$ cat config.mk
export PLATFORM = sky130hd
export DESIGN_NAME = sect233k1_scalar_loader
export DESIGN_NICKNAME = d
export VERILOG_FILES = /design/src/rtl/sect233k1_scalar_loader.sv
export SDC_FILE = /design/constraint.sdc
export NUM_CORES = 2
export LEC_CHECK = 0
export BUFFER_PORTS_ARGS = -buffer_cell sky130_fd_sc_hd__buf_2
export CAP_MARGIN = 10
export CORE_MARGIN = 10
export CORE_UTILIZATION = 31
export DETAILED_ROUTE_END_ITERATION = 7
export GPL_TIMING_DRIVEN = 0
export PLACE_DENSITY = 0.51
export RECOVER_POWER = 100
export SLEW_MARGIN = 20
export SYNTH_ARGS = -nofsm -noshare
export SYNTH_HDL_FRONTEND = slang
export SYNTH_SLANG_ARGS = --single-unit
$ cat constraint.sdc
create_clock -name clk -period 31.3 [get_ports clk]
set_input_delay 6.26 -clock clk [delete_from_list [all_inputs] [get_ports clk]]
set_output_delay 6.26 -clock clk [all_outputs]
set_load 0.01 [all_outputs]
$ cat src/rtl/sect233k1_scalar_loader.sv
// Loads a 256-bit scalar as eight 32-bit words, range-checks it for sect233k1 and hands it to a point
// multiplier, then streams the (x, y) result back as sixteen 32-bit words. Optional WAIT watchdog: SECT233K1_SCALAR_LOADER_TIMEOUT_EN.
module sect233k1_scalar_loader #(
  parameter int unsigned M           = 233,
  parameter int unsigned TIMEOUT_CYC = 1048576
) (
  input  logic         clk,
  input  logic         rst,
  input  logic         clr,
  input  logic         wr_en,
  input  logic [31:0]  wr_data,
  output logic         busy,
  output logic         err,
  output logic         pm_start,
  output logic [M-1:0] pm_d,
  input  logic         pm_done,
  input  logic [M-1:0] pm_x,
  input  logic [M-1:0] pm_y,
  input  logic         rd_en,
  output logic         rd_valid,
  output logic [31:0]  rd_data
);

  localparam int unsigned SW = 256;
  localparam int unsigned RW = 2 * SW;

  localparam logic [2:0] S_IDLE  = 3'd0;
  localparam logic [2:0] S_LOAD  = 3'd1;
  localparam logic [2:0] S_CHECK = 3'd2;
  localparam logic [2:0] S_START = 3'd3;
  localparam logic [2:0] S_WAIT  = 3'd4;
  localparam logic [2:0] S_READ  = 3'd5;
  localparam logic [2:0] S_ERR   = 3'd6;

  // Reject widths the word packing cannot represent.
  if (M == 0 || M >= SW || TIMEOUT_CYC == 0) begin : g_bad_cfg
    $error("sect233k1_scalar_loader: unsupported M or TIMEOUT_CYC");
  end

  logic [2:0]    state, state_nxt;
  logic [2:0]    cnt, cnt_nxt;
  logic [3:0]    rptr, rptr_nxt;
  logic [SW-1:0] scalar, scalar_nxt;
  logic [RW-1:0] result, result_nxt;
  logic          busy_nxt, err_nxt, pm_start_nxt, rd_valid_nxt;
  logic [31:0]   rd_data_nxt;
`ifdef SECT233K1_SCALAR_LOADER_TIMEOUT_EN
  logic [31:0]   wait_cnt, wait_cnt_nxt;
`endif

  // Next-state, datapath and registered-output values.
  always_comb begin
    state_nxt  = state;
    cnt_nxt    = cnt;
    rptr_nxt   = rptr;
    scalar_nxt = scalar;
    result_nxt = result;
`ifdef SECT233K1_SCALAR_LOADER_TIMEOUT_EN
    wait_cnt_nxt = wait_cnt;
`endif
    case (state)
      S_IDLE, S_LOAD: begin
        if (wr_en) begin
          scalar_nxt[{cnt, 5'b0} +: 32] = wr_data;
          cnt_nxt   = cnt + 3'd1;
          state_nxt = (cnt == 3'd7) ? S_CHECK : S_LOAD;
        end
      end
      S_CHECK: begin
        if ((|scalar[SW-1:M]) || (scalar == '0)) state_nxt = S_ERR;
        else                                     state_nxt = S_START;
      end
      S_START: begin
        state_nxt = S_WAIT;
`ifdef SECT233K1_SCALAR_LOADER_TIMEOUT_EN
        wait_cnt_nxt = '0;
`endif
      end
      S_WAIT: begin
        // A done in the limit cycle still wins over the watchdog.
        if (pm_done) begin
          result_nxt = {SW'(pm_y), SW'(pm_x)};
          state_nxt  = S_READ;
        end
`ifdef SECT233K1_SCALAR_LOADER_TIMEOUT_EN
        else if (wait_cnt == 32'(TIMEOUT_CYC - 1)) state_nxt = S_ERR;
        else                                       wait_cnt_nxt = wait_cnt + 32'd1;
`endif
      end
      S_READ: begin
        if (rd_en && rd_valid) begin
          rptr_nxt = rptr + 4'd1;
          if (rptr == 4'd15) state_nxt = S_IDLE;
        end
      end
      S_ERR:   state_nxt = S_ERR;
      default: state_nxt = S_IDLE;
    endcase

    if (clr) begin
      state_nxt  = S_IDLE;
      cnt_nxt    = '0;
      rptr_nxt   = '0;
      scalar_nxt = '0;
      result_nxt = '0;
`ifdef SECT233K1_SCALAR_LOADER_TIMEOUT_EN
      wait_cnt_nxt = '0;
`endif
    end

    busy_nxt     = (state_nxt != S_IDLE);
    err_nxt      = (state_nxt == S_ERR);
    pm_start_nxt = (state_nxt == S_START);
    rd_valid_nxt = (state_nxt == S_READ);
    rd_data_nxt  = rd_valid_nxt ? result_nxt[{rptr_nxt, 5'b0} +: 32] : 32'd0;
  end

  always_ff @(posedge clk or posedge rst) begin
    if (rst) begin
      state    <= S_IDLE;
      cnt      <= '0;
      rptr     <= '0;
      scalar   <= '0;
      result   <= '0;
      busy     <= 1'b0;
      err      <= 1'b0;
      pm_start <= 1'b0;
      pm_d     <= '0;
      rd_valid <= 1'b0;
      rd_data  <= '0;
`ifdef SECT233K1_SCALAR_LOADER_TIMEOUT_EN
      wait_cnt <= '0;
`endif
    end else begin
      state    <= state_nxt;
      cnt      <= cnt_nxt;
      rptr     <= rptr_nxt;
      scalar   <= scalar_nxt;
      result   <= result_nxt;
      busy     <= busy_nxt;
      err      <= err_nxt;
      pm_start <= pm_start_nxt;
      pm_d     <= scalar_nxt[M-1:0];
      rd_valid <= rd_valid_nxt;
      rd_data  <= rd_data_nxt;
`ifdef SECT233K1_SCALAR_LOADER_TIMEOUT_EN
      wait_cnt <= wait_cnt_nxt;
`endif
    end
  end

endmodule

# After elaboration in Yosys (flattened, before gate mapping)
# Cells that the tools add are included.
[totals]
input_bits = 504
output_inout_bits = 269
regBits = 814
wordCells = 60
[classes]
eq_ne = 11
n_addsub = 3
muxes = 22
n_shift = 3
n_reduce_logical = 10
[op_table]
columns = ["operator", "count"]
rows = [
  ["512-bit 2-to-1 mux", 3],
  ["256-bit 2-to-1 mux", 3],
  ["512-bit by 10-bit indexed part select with 32-bit output", 1],
  ["256-bit bitwise mux", 1],
  ["256-bit logical NOT", 1],
  ["32-bit by 10-bit variable shift with 256-bit output (first input constant)", 1],
  ["32-bit by 10-bit indexed part select with 256-bit output", 1],
  ["32-bit 2-to-1 mux", 1],
  ["3-bit 2-to-1 mux", 9],
  ["23-bit OR reduction", 1],
  ["3-bit equality test (second input constant)", 6],
  ["3-bit one-hot mux with 6 select lines", 1],
  ["4-bit 2-to-1 mux", 3],
  ["8-bit negation with 10-bit output", 1],
  ["3-bit by 2-bit equality test with 1-bit output (second input constant)", 3],
  ["4-bit by 1-bit adder with 4-bit output (second input constant)", 1],
  ["4-bit equality test (second input constant)", 1],
  ["2-bit nonzero test", 2],
  ["3-bit by 1-bit adder with 3-bit output (second input constant)", 1],
  ["3-bit by 1-bit equality test with 1-bit output (second input constant)", 1],
  ["3-bit logical NOT", 1],
  ["3-bit nonzero test", 1],
  ["2-bit 2-to-1 mux", 1],
  ["2-bit AND reduction", 1],
  ["other kinds (3)", 3],
]

# Longest topological paths before layout
[logic_depth]
ltp_word = 7
ltp_mapped = 13
mapped_depth_nobuf = 10

# Worst setup path before layout
# No wires, ideal clock.
[synth_path]
path_type = "input-to-reg"
start = "input rd_en"
end = "register rd_data[8]"
required_time_ps = 31174
n_path_buf = 0
setup_ps = 126
t_arrival_ps = 8065
cell_stages = 7
setup_slack_ps = 23109
cell_sequence = "nand2_1 > nor3_2 > mux2i_4 > inv_2 > mux4_2 > a22o_1 > a221o_1"
[synth_between]
elab_chain_len = 6
elab_cells_between_ends = 10
classes_between = "eq/ne: 1; shift: 1; mux: 7; reduce/logical: 1"
[synth_rtl]
columns = ["item", "line", "source"]
rows = [
  ["start: declaration", "19", "input logic rd_en,"],
  ["1-bit logical AND (*)", "91", "if (rd_en && rd_valid) begin"],
  ["4-bit 2-to-1 mux or 3-bit 2-to-1 mux (tied branches)", "91", ""],
  ["4-bit 2-to-1 mux or 3-bit one-hot mux with 6 select lines (tied branches)", "61", "case (state)"],
  ["4-bit 2-to-1 mux or 3-bit 2-to-1 mux (tied branches)", "100", "if (clr) begin"],
  ["512-bit by 10-bit indexed part select with 32-bit output or 3-bit equality test (tied branches)", "115, 114", ""],
  ["32-bit 2-to-1 mux (*)", "115", "rd_data_nxt = rd_valid_nxt ? result_nxt[{rptr_nxt, 5'b0} +: 32] : 32'd0;"],
  ["named net rd_data_nxt[8]", "46", "logic [31:0] rd_data_nxt;"],
  ["end signal: assignment", "145", "rd_data <= rd_data_nxt;"],
  ["end: declaration", "21", "output logic [31:0] rd_data"],
]
# The timed path passes the listed nets; every way through them passes the cells marked *.
# A chain may end at the register's enable or synchronous reset.

==> metrics.txt <==
Final Critical Period 17510 ps; CTS root buf clkbuf_16; Final Skew approximately 52 ps; Seq/Total Area, Yosys 0.538; Mapped Cells roughly 3800; clock buffer depth 3; Post-Syn Nets between 4000 and 5000; Routed WL per cell roughly 28 um; first-pass GRT wire length 248000 um; Sw Share 0.247; commonest non-fill, non-tap cells in the layout nand2_1 (1148), dfrtp_1 (814), buf_2 (641); final hold viol count 0; Die H around 370 um; Post-CTS Setup Inserts 0; Critical-path top delay cell clkbuf_1; largest net degree at the start of global routing 100; Clk pwr share 0.491; Buf/Inv on CP 5; core footprint ~120000 um2; vias in the first global route 33500; synthesized area ~38000 um2; Iteration-0 DRC Markers 2918; Pint about 1800 uW; Max stage delay on crit path 4110 ps; via count 32800; Nets 5183; # rows 128; Worst-Margin Slew about 5600 ps; CTS clk-pin slew, worst paths about 60 ps; met1 usage in global routing 0.340; top_reg_cell synth dfrtp_1; CTS Sinks 814; Setup WS post-layout about 14000 ps; fin. max-slew vios 560; flops & latches, synth ~800; status finished with violations; worst hold slack 480 ps; Worst-Skew Late Latency ~680 ps; Most Crowded Layer GR met2; initial antenna violation count 25; Fmax between 0.05 and 0.06 GHz; leading cell type in the layout, fill and taps excluded nand2_1; post-synthesis cell type count 59; critical path class primary input to async pin; Cell Pwr Density between 50 and 60 nW/um2; global route total overflow 0; dpl cells between 6000 and 7000; DRC errors left 0; first-pass detailed-route iteration total 5; hold buffer count at cts 0; die area around 140000 um2; met3 Resource Use GR 0.0524; Seq pwr share 0.452; CTS H-Tree Depth 3; final WL between 150000 and 200000 um; post-route clock period utilization 0.559; endpoints failing setup 0; Startpoint Class primary input; post-route ant nets 0; synthesized area per cell roughly 9.9 um2; dpl ws about 21000 ps; Post-synth EDFFs 0; static leakage approximately 0.021 uW; total track usage 0.249; Setup crit end kind async pin; Placer Congestion approximately 0.91; CTS tree built; io pins between 700 and 800; Psw 578 uW; Comb pwr share 0.057; Starting Density 0.311; Peak VDD IR ~0.044 mV; worst-path maximum fanout 94; cell family contributing the most delay on the critical path buffers and inverters; Avg Vias per Cell ~5.1; CP arrival around 17000 ps; Data required, critical path 30710 ps; YS warnings 0; met2 usage 0.384; non-filler cells, final between 6000 and 7000; area growth from synthesis to layout 22.6%; RSZ-0062 raised after global routing false; Hold Path Class flop to flop; Num CTS Buffers 94; final HPWL from detailed placement between 100000 and 150000 um; Max Cap Viol 10; die extent in x about 370 um; most used cell along the critical path clkbuf_1; Slew HR -2.77; Port Buffers roughly 740; async set-or-reset flop fraction in the synthesized netlist 1.00; Post-CTS Resized 0; crit-path cells buf_2 -> clkinvlp_2 -> clkbuf_1 -> clkbuf_1 -> clkbuf_1; share of layout cells above drive strength 1 0.237; failing checks max-capacitance violations, max-slew violations
## worst register-to-register path, cell delays in order (launching register included)
cell and delay, ps:
dfrtp_1 370, buf_6 130, nand3b_4 190, nor3_1 290, mux2i_1 1520, inv_1 620, nor3_1 1360, clkbuf_1 880
a32o_1 420, nor4_1 90
## final cells by class
type                       count  area (um2)
clock buffer                 140        2770
sequential                   814       20400
inverter                       9        41.3
fill                       12700       75200
antenna                        9        22.5
timing repair buffer         749        3630
buffer                       541        3020
clock inverter                33         415
multi-input combinational   2463       14100
tap                         1625        2030
## routing by layer
| metal | up-vias | routed length (um) |
|---|---|---|
| met2 | 1306 | 79100 |
| met1 | 16700 | 78200 |
| li1 | 14500 | - |
| met4 | 16 | 6770 |
| met3 | 263 | 12400 |
| met5 | - | 97 |
## final timing paths
| check | endpoint | slack [ps] | start | cells after the start |
|---|---|---|---|---|
| min in group asynchronous | scalar[69] | 6110 | rst | 2 |
| min | result[491] | 480 | result[491] | 1 |
| max reg2reg | rd_data[30] | 25260 | state[1] | 9 |
| max in group clk | rd_data[30] | 20150 | rd_en | 9 |
| max | result[300] | 13790 | rst | 5 |
| min reg2reg | result[491] | 480 | result[491] | 1 |
## state kept, by name, summed over array words and instances (netlist names)
signal / count
rd_data: 32
result: 512
err: 1
cnt: 3
pm_start: 1
busy: 1
rptr: 4
rd_valid: 1
state: 3
scalar: 256
## synth_stat cells, types with 6 or more instances
master	instances	area [um2]
dfrtp_1	814	20400
clkbuf_2	30	150
buf_6	13	146
nor4_1	78	488
buf_2	82	410
buf_4	281	2110
inv_1	6	22.5
a21oi_1	543	2720
a22o_1	194	1700
a32o_1	18	180
nand2_1	1148	4310
nand3_1	19	95.1
and2_1	76	475
a22oi_1	14	105
clkbuf_1	112	420
o22ai_1	16	100
nand4_1	19	119
nor3_1	10	50.1
buf_1	21	78.8
ha_1	7	87.6
nor2_1	34	128
mux4_2	57	1280
mux2i_1	168	1680
## cell families (layout without fill, tap and decap cells)
kind of cell | Yosys count | count (layout) | share of synthesized area
AND/OR/NAND/NOR | 1426 | 1426 | 0.160
multiplexers | 227 | 227 | 0.0796
other | 0 | 9 | 0
AO/OA/AOI/OAI | 803 | 803 | 0.131
adder cells (fa/ha/maj) | 7 | 7 | 0.00232
buffers and inverters | 550 | 1472 | 0.0893
flip-flops | 814 | 814 | 0.538
## through the flow
stage	util	setup TNS [ps]	power, uW	cell area (um2)
6_report	0.381	0	2340	46400
5_1_grt	0.381	0	2410	46400
3_5_place_dp	0.361	0	1220	43900
4_1_cts	0.387	0	2360	47100
2_1_floorplan	-	0	1130	37800
3_3_place_gp	0.358	-7027400	1210	43600
## power by group through the flow
stage          Clock (uW)  Combinational (uW)  Sequential, uW
2_1_floorplan           0                54.3            1080
3_3_place_gp            0                 133            1080
3_5_place_dp            0                 137            1080
4_1_cts              1160                 138            1060
5_1_grt              1200                 143            1060
6_report             1150                 133            1060
No activity file was read; power rests on OpenSTA's default activity.
